<file path="config.mk">
export PLATFORM = sky130hd
export DESIGN_NAME = row_collapser
export DESIGN_NICKNAME = d
export VERILOG_FILES = /design/src/rtl/tetris_pkg.sv /design/src/rtl/mask_to_index.sv /design/src/rtl/row_collapser.sv
export SDC_FILE = /design/constraint.sdc
export NUM_CORES = 1
export LEC_CHECK = 0
export CORE_MARGIN = 10
export CORE_UTILIZATION = 45
export DETAILED_ROUTE_END_ITERATION = 8
export PLACE_DENSITY = 0.87
export SLEW_MARGIN = 20
export SYNTH_ARGS = -nofsm -noshare
export SYNTH_HDL_FRONTEND = slang
export SYNTH_HIERARCHICAL = 1
export SYNTH_SLANG_ARGS = --single-unit
export TNS_END_PERCENT = 1
</file>
<file path="constraint.sdc">
create_clock -name clk -period 4.6 [get_ports clk]
set_input_delay 1.38 -clock clk [delete_from_list [all_inputs] [get_ports clk]]
set_output_delay 1.38 -clock clk [all_outputs]
set_load 0.01 [all_outputs]
</file>
<file path="src/rtl/tetris_pkg.sv">
// Shared board geometry, row types and the collapse FSM state encoding.
package tetris_pkg;

  localparam int unsigned ROWS   = 23;
  localparam int unsigned COLS   = 10;
  localparam int unsigned ROW_IW = (ROWS > 1) ? $clog2(ROWS) : 1;

  typedef logic [COLS-1:0]   row_t;
  typedef logic [ROW_IW-1:0] row_idx_t;

  typedef enum logic [2:0] {
    IDLE   = 3'd0,
    READ   = 3'd1,
    WRITE  = 3'd2,
    CLEAR  = 3'd3,
    FINISH = 3'd4
  } state_t;

endpackage

</file>
<file path="src/rtl/mask_to_index.sv">
// Highest-set-bit encoder: a ROWS-bit mask to the index of its top set bit
// plus a valid flag (valid=0 for an all-zero mask, index then 0).
module mask_to_index #(
  parameter int unsigned ROWS = 23,
  parameter int unsigned IW   = 5
) (
  input  logic [ROWS-1:0] i_mask,
  output logic [IW-1:0]   o_idx_c,
  output logic            o_valid_c
);

  // Scan upward so the last (highest) set bit wins.
  always_comb begin
    o_idx_c   = '0;
    o_valid_c = 1'b0;
    for (int unsigned i = 0; i < ROWS; i++) begin
      if (i_mask[i]) begin
        o_idx_c   = IW'(i);
        o_valid_c = 1'b1;
      end
    end
  end

endmodule

</file>
<file path="src/rtl/row_collapser.sv">
// Row collapser: removes row k (top set bit of rowshift) from the board RAM by
// copying rows k-1..0 down one place and clearing row 0.
// Optional feature macro: ROW_COLLAPSER_SCORE_EN adds the lines_total counter.
module row_collapser #(
  parameter int unsigned ROWS = tetris_pkg::ROWS,
  parameter int unsigned COLS = tetris_pkg::COLS
) (
  input  logic                     clk,
  input  logic                     rst_n,
  input  logic                     start,
  input  logic [ROWS-1:0]          rowshift,
  output logic                     busy,
  output logic                     done,
  output logic [$clog2(ROWS)-1:0]  mem_addr,
  output logic                     mem_we,
  output logic [COLS-1:0]          mem_wdata,
  input  logic [COLS-1:0]          mem_rdata
`ifdef ROW_COLLAPSER_SCORE_EN
  ,
  output logic [15:0]              lines_total
`endif
);

  import tetris_pkg::*;

  localparam int unsigned AW = $clog2(ROWS);

  state_t        r_state;
  state_t        w_state_nxt;
  logic [AW-1:0] r_ptr;
  logic [AW-1:0] w_ptr_nxt;
  logic [AW-1:0] w_k;
  logic          w_k_valid;

  logic          r_busy;
  logic          r_done;
  logic          r_we;
  logic [AW-1:0] r_addr;
  logic          w_busy_nxt;
  logic          w_done_nxt;
  logic          w_we_nxt;
  logic [AW-1:0] w_addr_nxt;

  mask_to_index #(
    .ROWS (ROWS),
    .IW   (AW)
  ) u_mask_to_index (
    .i_mask    (rowshift),
    .o_idx_c   (w_k),
    .o_valid_c (w_k_valid)
  );

  // Next state, pointer and the registered outputs for the next state.
  always_comb begin
    w_state_nxt = r_state;
    w_ptr_nxt   = r_ptr;
    w_busy_nxt  = 1'b0;
    w_done_nxt  = 1'b0;
    w_we_nxt    = 1'b0;
    w_addr_nxt  = '0;

    case (r_state)
      IDLE: begin
        if (start) begin
          w_ptr_nxt = w_k;
          if (!w_k_valid)       w_state_nxt = FINISH;
          else if (w_k == '0)   w_state_nxt = CLEAR;
          else                  w_state_nxt = READ;
        end
      end
      READ:   w_state_nxt = WRITE;
      WRITE: begin
        w_ptr_nxt   = r_ptr - AW'(1);
        w_state_nxt = (w_ptr_nxt == '0) ? CLEAR : READ;
      end
      CLEAR:  w_state_nxt = FINISH;
      FINISH: w_state_nxt = IDLE;
      default: w_state_nxt = IDLE;
    endcase

    w_busy_nxt = (w_state_nxt != IDLE);
    w_done_nxt = (w_state_nxt == FINISH);
    case (w_state_nxt)
      READ:  w_addr_nxt = w_ptr_nxt - AW'(1);
      WRITE: begin
        w_addr_nxt = w_ptr_nxt;
        w_we_nxt   = 1'b1;
      end
      CLEAR: w_we_nxt = 1'b1;
      default: ;
    endcase
  end

  // State, pointer and output registers; reset aborts any collapse at once.
  always_ff @(posedge clk or negedge rst_n) begin
    if (!rst_n) begin
      r_state <= IDLE;
      r_ptr   <= '0;
      r_busy  <= 1'b0;
      r_done  <= 1'b0;
      r_we    <= 1'b0;
      r_addr  <= '0;
    end else begin
      r_state <= w_state_nxt;
      r_ptr   <= w_ptr_nxt;
      r_busy  <= w_busy_nxt;
      r_done  <= w_done_nxt;
      r_we    <= w_we_nxt;
      r_addr  <= w_addr_nxt;
    end
  end

  assign busy     = r_busy;
  assign done     = r_done;
  assign mem_we   = r_we;
  assign mem_addr = r_addr;
  // RAM read data only arrives in the WRITE cycle, so write data is a mux.
  assign mem_wdata = (r_state == WRITE) ? mem_rdata : '0;

`ifdef ROW_COLLAPSER_SCORE_EN
  logic        r_nonzero;
  logic [15:0] r_lines_total;

  // Remember whether the accepted request carried a nonzero mask.
  always_ff @(posedge clk or negedge rst_n) begin
    if (!rst_n)                       r_nonzero <= 1'b0;
    else if (r_state == IDLE && start) r_nonzero <= w_k_valid;
  end

  // Saturating count of collapsed lines, bumped once per nonzero FINISH.
  always_ff @(posedge clk or negedge rst_n) begin
    if (!rst_n)
      r_lines_total <= 16'h0000;
    else if (r_state == FINISH && r_nonzero && r_lines_total != 16'hFFFF)
      r_lines_total <= r_lines_total + 16'h0001;
  end

  assign lines_total = r_lines_total;
`else
  // Score counter not built.
`endif

endmodule

</file>
# Word-level counts from Yosys, hierarchy flattened

Cells that the tools add are included.

Equal/unequal tests: 7
Muxes and demuxes: 55
Add/sub/neg operators: 2
Reductions and logical operators: 5

Operators with widths:

| cell                  | count |
|---|---|
| $mux W5               | 8 |
| $mux W4               | 8 |
| $mux W1               | 25 |
| $pmux W5 S2           | 2 |
| $mux W3               | 6 |
| $eq A3 B2 Y1 const B  | 4 |
| $pmux W3 S4           | 1 |
| $logic_not A5 Y1      | 2 |
| $mux W10              | 1 |
| $sub A5 B1 Y5 const B | 2 |
| $mux W2               | 4 |
| $eq A3 B1 Y1 const B  | 2 |
| $eq A3 B3 Y1 const B  | 1 |
| $logic_not A3 Y1      | 1 |
| $reduce_bool A3 Y1    | 1 |
| $reduce_or A2 Y1      | 1 |

Logic and storage cells: 75
Output and inout bits: 18
Bits in registers: 16
Input bits: 36

# Longest topological paths before layout

Gate-level depths: netlist of the first run.

Depth after elaboration: 30
Depth in mapped cells: 13
Gate-level depth less buffers: 13

# Hierarchy

Netlist of the first run, hierarchy kept.

By module, submodules not included:

| module        | times used | cells an instance | seq. area each (µm²) | area each (µm²) |
|---|---|---|---|---|
| row_collapser | 1          | 115               | 400.4                | 1,059.8 |
| mask_to_index | 1          | 43                | 0.0                  | 246.5 |

# Worst setup path before layout of the first run

OpenSTA, ideal clock, no wires.

Kind: in2reg
From: input rowshift[7]
To: register r_addr[3] (netlist: mem_addr[3])
Library setup time: 142 ps
Path slack: 1,189 ps
Buffers on the path: 0
Data arrival time: 3,269 ps
Required time: 4,458 ps
Cell stages on the path: 9
Cells stage by stage: nor4_2 -> nand2b_1 -> a31oi_1 -> or4_1 -> or2_2 -> nor4_1 -> a211oi_2 -> a41oi_1 -> a31oi_1

Word-level cells in the longest chain between the ends: 23
Elaborated cells between the ends (all ways): 43
Classes of those cells: 1 x add/sub; 2 x eq/ne; 39 x mux; 1 x reduce/logical

RTL lines:

| item                                                | line                 | source |
|---|---|---|
| start, declared                                     | row_collapser.sv:11  | `input logic [ROWS-1:0] rowshift,` |
| $mux W3 (*)                                         | mask_to_index.sv:17  | `if (i_mask[i]) begin` |
| $mux W4 (*) (8 in series)                           | mask_to_index.sv:17  |  |
| $mux W5 (*) (7 in series)                           | mask_to_index.sv:17  |  |
| via w_k[2]                                          | row_collapser.sv:32  | `logic [AW-1:0] w_k;` |
| $logic_not A5 Y1                                    | row_collapser.sv:67  | `else if (w_k == '0) w_state_nxt = CLEAR;` |
| $mux W2                                             | row_collapser.sv:67  |  |
| $mux W3                                             | row_collapser.sv:66  | `if (!w_k_valid) w_state_nxt = FINISH;` |
| $mux W3                                             | row_collapser.sv:64  | `if (start) begin` |
| $pmux W3 S4                                         | row_collapser.sv:62  | `case (r_state)` |
| $eq A3 B2 Y1 / $eq A3 B1 Y1 (equally long branches) | row_collapser.sv:83  | `case (w_state_nxt)` |
| $pmux W5 S2 (*)                                     | row_collapser.sv:83  |  |
| via w_addr_nxt[3]                                   | row_collapser.sv:42  | `logic [AW-1:0] w_addr_nxt;` |
| end signal, assigned                                | row_collapser.sv:109 | `r_addr <= w_addr_nxt;` |
| end, declared                                       | row_collapser.sv:38  | `logic [AW-1:0] r_addr;` |

The timed path passes the listed nets; every way through them passes the cells marked *.

# Final worst setup path of the first run

Ends and elaborated chain as after synthesis.

==> results.toml, run 1 <==
[setup_path]
crit_slowest_cell = "clkdlybuf4s50_1"
endpoint_kind = "register"
max_stage_delay_ns = 0.45
worst-endpoint-required_ns = 4.75
critPathLaunchType = "input pin"
crit_top_cell = "a31oi_1"
cp.arrival_ns = 4.04
crit_fanout = 5
path_cells = "clkdlybuf4s50_1, nor4_2, nand2b_1, a31oi_1, or4_1, or2_2, nor4_1, a211oi_2, a41oi_1, a31oi_1"
path_class = "input pin to register"

[yosys]
synth_area_um2 = 1310
synth_mux_area_share_pct = 1.53
syn-mean-instance-area_um2 = 8.27
synth_edf_count = 0
synth_top_family_by_area = "simple AND/OR/NAND/NOR gates"
ys_types = 52
synthCells = 158
synth-compound-area-share_pct = 20.7
synth_area_leaders = "dfrtp_1, nor2_1, and2_1, a21oi_1, ha_1"
synth_nets = 197
synth_xor_area_share_pct = 2.01
ys_ff_latch = 16
yosys.area_share.simple_pct = 37.2
ys.flop_type = "dfrtp_1"
ys_warn_count = 6
synth-adder-area-share_pct = 2.87
synth_top_area_share_pct = 30.7
ys_seq_area_share_pct = 30.7
async_reset_ff_share_pct = 100
synth_top_area_cell = "dfrtp_1"

[sta]
rsz0062_at_grt = "false"
period_minus_slack_ns = 3.89
fmax_ghz = 0.257
setup_viol = 0
hold_viol = 0
finClkSkew_ns = 0.00514
maxSlewHeadroom_pct = 49.4
tightest_slew_ns = 0.757
finalMaxSlewViolations = 0
whs_ns = 0.679
timing.setup.tns_ns = 0
min_period_over_period_pct = 84.5

[pwr]
ir_drop_mv = 0.568
pwr-share-seq_pct = 31.6
total_leakage_power_uw = 0.000735
p_sw_uw = 382
p_comb_share_pct = 58.1
internal_power_uw = 510
cellPowerDensity_nw_per_um2 = 474
p_sw_share_pct = 42.8
pwr-share-clk_pct = 10.3

[cells_and_area]
n_antenna_cell = 0
syn_to_final_growth_pct = 44.2
fin_area_um2 = 1880
finalNetCount = 249
drive_gt1_share_pct = 10.0

[outcome]
status = "finished clean"

[floorplanning]
io_pins = 54
rows = 19
die_h_um = 73.9
die-area_um2 = 5460
start_util_pct = 47.4
die_w_um = 73.9
core_um2 = 2760

[grt]
grt_overflow = 0
gr-usage-all-layers_pct = 14.8
grt_pass1_wl_um = 6610
antenna_found_initial = 0
grt_pass1_vias = 1440
grt_max_degree = 20

[drt]
wl_um = 3860
firstDrtPassIters = 4
wl_per_cell_um = 16.1
via_count = 1411
antenna_left = 0
drt_iter0_drc = 194
vias_per_cell = 5.88
drcViolationCount = 0

[placement]
dpl-instance-area_um2 = 1850
dp_hpwl_um = 3250
port_buffers = 53
place.gp.congestion = 0.855

[clocking]
cts-resized-gates = 0
path_clk_slew_ns = 0.09
cts_root_buffer = "clkbuf_4"
cts_setup_buffers = 0
numCtsBuffers = 3
cts.sinks = 16
cts_tree = "yes"
h-tree-depth = 1
cts_max_path_buffers = 2
holdBufCountCts = 0
clk_latency_ns = 0.29

[run]
maxCapViolations = 0

[worst_hold_path]
hold_class = "register to register"
[final timing paths]
| check | from | endpoint | slack [ns] | cells after the start |
|---|---|---|---|---|
| worst max-delay path | rowshift[7] | mem_addr[3] | 0.71 | 10 |
| worst min-delay path | r_ptr[1] | r_ptr[1] | 0.68 | 1 |
| worst max register to register | r_state[1] | mem_addr[3] | 2.24 | 5 |
| worst min register to register | r_ptr[1] | r_ptr[1] | 0.68 | 1 |
| max in group asynchronous | rst_n | mem_addr[2] | 2.65 | 1 |
| min in group asynchronous | rst_n | r_state[0] | 1.51 | 1 |
[power groups by stage]
stage / logic, uW / clock network [uW] / registers [uW]
after global placement: 498 / 0 / 281
after global routing: 575 / 100 / 293
final: 519 / 91.6 / 282
after detailed placement: 518 / 0 / 284
after CTS: 522 / 94.2 / 281
after floorplan: 341 / 0 / 257
[per-layer routing]
layer	track usage (%)	share of wire, %	wire length, um
met1	16.4	40	1530
met2	26.4	52	2020
met3	4.85	7.4	285
met4	3.52	0.80	31
met5	0	0	0
[synthesized netlist by cell type (2+ instances only)]
library cell,count
dfrtp_1,16
nor2b_1,2
nor3_1,5
buf_2,5
nor4_1,3
nand3_1,6
inv_1,9
nor3b_1,2
and2_1,11
a31oi_1,3
o31ai_1,2
nand2_1,6
or2_2,3
o21bai_1,3
mux2i_1,2
o22ai_1,2
ha_1,3
a21oi_1,8
nor2_1,21
or3_1,2
nand2b_1,3
o21ai_0,6
xnor2_1,3
a211oi_2,2
a41oi_1,2
or4b_1,2
[worst max-delay path, delay by kind of cell]
kind / cells / cell delay [ns]
simple gates: 5 / 1.66
compound gates: 4 / 0.54
buf+inv: 1 / 0.45
[sequential cells by signal, indices dropped and copies added (netlist names)]
register and cells:
r_state 3, r_ptr 5, mem_we 1, mem_addr 5
busy 1, done 1
[cells in the final DEF, fill, tap and decap left out, types with 2 or more instances in the layout]
cell type,synthesis,routed
nand2b_1,3,3
clkdlybuf4s50_1,0,53
a211oi_2,2,2
clkbuf_4,0,3
dfrtp_1,16,16
nor4_1,3,3
inv_1,9,9
or3_1,2,2
or2_2,3,3
nand3_1,6,6
a21oi_1,8,8
or4b_1,2,2
a41oi_1,2,2
o31ai_1,2,2
nor3_1,5,5
o22ai_1,2,2
nand2_1,6,6
o21ai_0,6,6
mux2i_1,2,2
ha_1,3,3
a31oi_1,3,3
nor2_1,21,21
nor2b_1,2,2
o21bai_1,3,3
nor3b_1,2,2
xnor2_1,3,3
and2_1,11,11
[through the flow]
stage | setup WS, ns | utilization, % | cells | power, uW
final | 0.712 | 68.3 | 240 | 892
after global routing | 0.417 | 68.3 | 240 | 969
after CTS | 0.698 | 68.3 | 240 | 897
after detailed placement | 0.434 | 67.0 | 236 | 803
after global placement | 0.580 | 67.0 | 236 | 778
after floorplan | 1.19 | - | 158 | 598
[kinds of logic (layout without fill, tap and decap cells)]
kind of cell               after synthesis  after routing
DFF                                     16             16
muxes                                    2              2
xor gates and xnor gates                 3              3
and+or+nand+nor                         81             81
AOI/OAI and AO/OA                       37             37
adders and majority gates                3              3
buffers and inverters                   16             67
[final cells by class]
type	instances	area, um^2
Fill cell	223	875
Multi-Input combinational cell	126	840
Timing Repair Buffer	53	531
Sequential cell	16	400
Tap cell	31	38.8
Inverter	10	37.5
Clock buffer	4	36.3
(Power assumes the default switching activity.)
==> run 2: changes to the inputs <==
Settings changed: CORE_UTILIZATION 45 to 39, PLACE_DENSITY 0.87 to 0.8.
Clock period 4.6 ns to 3.3 ns, I/O delays scaled along.
==> run 2 against run 1 <==
Global-route usage down 1.1 points. Clock power increased by 42%. Setup slack worse by 0.64 ns. Critical path type unchanged. Routed wire length rose by 8.9%. Clock skew fell by 0.0024 ns. Count of clock-buffer cells in the layout is the same. Total power rose by 62%. Non-clock buffer count rose by 15. Combinational power rose by 81%. Largest power group unchanged. Critical path depth rose by 1.
==> results.toml, run 2 (synthesis results as in run 1) <==
[placement]
place.gp.congestion = 0.874
dpl-instance-area_um2 = 1980
dp_hpwl_um = 3350
port_buffers = 53

[clocking]
h-tree-depth = 1
cts_root_buffer = "clkbuf_4"
cts_tree = "yes"
cts.sinks = 16
numCtsBuffers = 3
cts_max_path_buffers = 2
path_clk_slew_ns = 0.09
holdBufCountCts = 0
clk_latency_ns = 0.29

[pwr]
internal_power_uw = 830
pwr-share-clk_pct = 9.0
p_sw_share_pct = 42.5
total_leakage_power_uw = 0.000894
pwr-share-seq_pct = 25.9
cellPowerDensity_nw_per_um2 = 692
ir_drop_mv = 0.378
p_comb_share_pct = 65.1
p_sw_uw = 613

[grt]
grt_max_degree = 19
grt_pass1_wl_um = 7080
grt_overflow = 0
antenna_found_initial = 0
grt_pass1_vias = 1542
gr-usage-all-layers_pct = 13.7

[floorplanning]
start_util_pct = 41.8
core_um2 = 3130
die-area_um2 = 6060
rows = 20
die_h_um = 77.9
die_w_um = 77.9
io_pins = 54

[cells_and_area]
multi_input_area_um2 = 891
syn_to_final_growth_pct = 59.7
final_cell_mix = "clkdlybuf4s50_1, nor2_1, dfrtp_1"
finalNetCount = 264
drive_gt1_share_pct = 20.1
fill_cells = 247
mostFrequentLayoutCell = "clkdlybuf4s50_1"
seq_area_um2 = 400
fin_area_um2 = 2090
utilization_pct = 66.7
n_antenna_cell = 0

[setup_path]
path_class = "input pin to register"
r2r-start = "r_state[2]"
path_cells = "clkdlybuf4s50_1, or3_4, a221oi_2, o21ai_1, a311oi_2, or3_1, nor4_1, buf_4, a211oi_4, o31ai_1, a31oi_1"
critPathLaunchType = "input pin"
cp.arrival_ns = 3.45
crit_start = "rowshift[16]"
endpoint_kind = "register"
crit_slowest_cell = "clkdlybuf4s50_1"
max_stage_delay_ns = 0.43
crit_fanout = 5
worst-endpoint-required_ns = 3.52

[drt]
wl_per_cell_um = 15.7
via_count = 1453
drt_iter0_drc = 114
vias_per_cell = 5.42
antenna_left = 0
firstDrtPassIters = 4
wl_um = 4210
drcViolationCount = 0

[sta]
finalMaxSlewViolations = 0
fmax_ghz = 0.310
tightest_slew_ns = 0.704
setup_viol = 0
period_minus_slack_ns = 3.23
whs_ns = 0.700
finClkSkew_ns = 0.00273
maxSlewHeadroom_pct = 52.9
min_period_over_period_pct = 97.8
hold_viol = 0

[worst_hold_path]
min-delay-start = "r_ptr[4]"
hold_class = "register to register"

[outcome]
status = "finished clean"

[run]
maxCapViolations = 0
run 2: changes by cell type in the layout (fill, tap and decap cells not counted), moves of 2 or more:
cell and delta:
clkdlybuf4s50_1 -8, buf_4 +15, o21ai_1 +2, inv_2 +2, o21ai_0 -2, inv_1 -3
dlymetal6s2s_1 +8
run 2: power groups by stage:
stage               registers, uW  clock network (uW)  logic (uW)
CTS                           372                 133         849
floorplan                     358                   0         475
finish                        374                 130         939
global route                  391                 144        1020
detailed placement            377                   0         838
global placement              371                   0         809
run 2: through the flow:
step           setup slack, ns   TNS, ns  power [uW]  instances
6_report                0.0711         0        1440        268
5_1_grt                -0.0202   -0.0308        1550        268
4_1_cts               -0.00664  -0.00664        1350        268
3_5_place_dp            -0.324     -1.22        1210        264
3_3_place_gp            -0.293     -1.13        1180        264
2_1_floorplan            0.279         0         833        158
run 2: area by class of cell:
cell class              count  area share [%]
multi-input cells         126            42.7
repair buffers             68            31.8
flip-flops and latches     16            19.2
well taps                  44            2.64
inverters                  10            1.92
clock buffers               4            1.74
run 2: critical path, delay by kind of cell:
family / cells / cell delay [ns]
compound gates: 6 / 1.31
buf+inv: 2 / 0.58
simple gates: 3 / 0.57
run 2: what timing repair did:
action,CTS,global route
pin swaps,0,14
setup endpoints to repair,2,4
buffers inserted,0,0
gates resized for setup,1,22
run 2: final timing paths:
check | end | slack (ns) | cells past startpoint
setup reg to reg | mem_addr[4] | 1.19 | 6
setup / recovery | mem_addr[3] | 0.07 | 11
max in group asynchronous | mem_addr[0] | 1.75 | 1
hold reg to reg | r_ptr[4] | 0.70 | 2
hold / removal | r_ptr[4] | 0.70 | 2
min in group asynchronous | mem_we | 1.11 | 1
run 2: per-layer routing:
metal	up-vias	GRT usage (%)	routed length (um)
met5	-	0	0
met4	0	4.20	44
met3	5	5.53	344
met2	53	23.2	2130
met1	683	15.3	1690
li1	712	-	-
==> run 3: changes to the inputs <==
Settings changed: TNS_END_PERCENT 1 to not set.
==> run 3 against run 2 <==
Flip-flop and latch count unchanged. Largest power group unchanged. Clock power barely moved. Critical path type unchanged. Final area is 0.18% higher. Register-to-register slack hardly changed.
==> results.toml, run 3 (synthesis results as in run 1) <==
[clocking]
cts.sinks = 16
cts_max_path_buffers = 2
numCtsBuffers = 3
holdBufCountCts = 0
h-tree-depth = 1
clk_latency_ns = 0.30
cts_tree = "yes"
cts_root_buffer = "clkbuf_4"
path_clk_slew_ns = 0.09

[drt]
drcViolationCount = 0
drt_iter0_drc = 122
wl_um = 4240
via_count = 1453
antenna_left = 0
vias_per_cell = 5.42
wl_per_cell_um = 15.8
firstDrtPassIters = 4

[cells_and_area]
drive_gt1_share_pct = 20.5
final_cells = 268
mostFrequentLayoutCell = "clkdlybuf4s50_1"
final_cell_mix = "clkdlybuf4s50_1, nor2_1, dfrtp_1"
fill_cells = 243
finalNetCount = 264
utilization_pct = 66.8
syn_to_final_growth_pct = 60.0
n_antenna_cell = 0
multi_input_area_um2 = 895
seq_area_um2 = 400

[setup_path]
worst-endpoint-required_ns = 3.52
endpoint_kind = "register"
reg2reg_slack_ns = 1.19
cp.arrival_ns = 3.40
path_class = "input pin to register"
crit_fanout = 5
critPathLaunchType = "input pin"

[pwr]
pwr-share-seq_pct = 26.0
cellPowerDensity_nw_per_um2 = 691
ir_drop_mv = 0.360
p_sw_share_pct = 42.5
internal_power_uw = 831
p_sw_uw = 614
pwr-share-clk_pct = 9.1
total_leakage_power_uw = 0.000894
total_power_uw = 1440
p_comb_share_pct = 64.9

[grt]
grt_pass1_wl_um = 7090
gr-usage-all-layers_pct = 13.7
antenna_found_initial = 0
grt_overflow = 0
grt_pass1_vias = 1542
grt_max_degree = 19

[sta]
tightest_slew_ns = 0.711
timing.setup.tns_ns = 0
period_minus_slack_ns = 3.18
hold_viol = 0
finClkSkew_ns = 0.00223
maxSlewHeadroom_pct = 52.5
setup_viol = 0
min_period_over_period_pct = 96.5
fmax_ghz = 0.314
finalMaxSlewViolations = 0

[placement]
place_inst = 264
place.gp.congestion = 0.874
dp_hpwl_um = 3350
port_buffers = 53

[floorplanning]
io_pins = 54
start_util_pct = 41.8
die_h_um = 77.9
die-area_um2 = 6060
rows = 20
core_um2 = 3130
die_w_um = 77.9

[run]
maxCapViolations = 0

[outcome]
status = "finished clean"

[worst_hold_path]
hold_class = "register to register"
run 3: cell count changes in the layout (fill, tap and decap cells not counted):
cell and change:
a41oi_1 +1, a41oi_2 -1, nor4_1 -1, nor4_2 +1, o31ai_1 -1, o31ai_2 +1
run 3: power groups by stage:
| stage | clock network, uW | registers (uW) | logic (uW) |
|---|---|---|---|
| finish | 131 | 376 | 938 |
| global placement | 0 | 371 | 809 |
| global route | 144 | 390 | 1020 |
| floorplan | 0 | 358 | 475 |
| detailed placement | 0 | 377 | 838 |
| CTS | 133 | 372 | 857 |
run 3: timing repair:
action / 4_1_cts / 5_1_grt
cloned: 0 / 0
endpoints found under the setup margin: 2 / 4
gates resized for setup: 3 / 21
setup buffers: 0 / 0
hold endpoints to repair: 0 / 0
pin swaps: 2 / 15
run 3: per-layer routing:
metal	share of wire [%]	wire, um	GRT usage (%)	vias up
li1	-	-	-	710
met1	40	1690	15.5	675
met3	8.3	351	5.53	4
met4	1.0	44	4.20	0
met5	0	0	0	-
met2	51	2150	23.1	64
run 3: layout make-up:
class | count | share of cell area, %
Clock buffer | 4 | 1.74
Inverter | 10 | 1.92
Multi-Input combinational cell | 126 | 42.8
Sequential cell | 16 | 19.2
Tap cell | 44 | 2.63
Timing Repair Buffer | 68 | 31.7
run 3: final timing paths:
| path | from | endpoint | cells past startpoint |
|---|---|---|---|
| setup / recovery | rowshift[16] | mem_addr[3] | 11 |
| hold / removal | r_ptr[4] | r_ptr[4] | 2 |
| setup reg to reg | r_state[0] | mem_addr[4] | 6 |
| hold reg to reg | r_ptr[4] | r_ptr[4] | 2 |
| max in group asynchronous | rst_n | r_ptr[0] | 1 |
| min in group asynchronous | rst_n | mem_we | 1 |
run 3: critical path, stage by stage:
cell and delay, ns:
clkdlybuf4s50_1 0.43, or3_4 0.34, a221oi_2 0.18, o21ai_1 0.13, a311oi_2 0.32, or3_1 0.19
nor4_2 0.04, buf_4 0.15, a211oi_4 0.28, a41oi_1 0.17, a31oi_1 0.17
run 3: through the flow:
stage / hold slack (ns) / setup WS [ns] / cell area (um^2)
2_1_floorplan: 0.589 / 0.279 / 1310
3_3_place_gp: 0.664 / -0.293 / 1980
6_report: 0.705 / 0.117 / 2090
5_1_grt: 0.743 / -0.00659 / 2090
4_1_cts: 0.690 / 0.0119 / 2020
3_5_place_dp: 0.682 / -0.324 / 1980
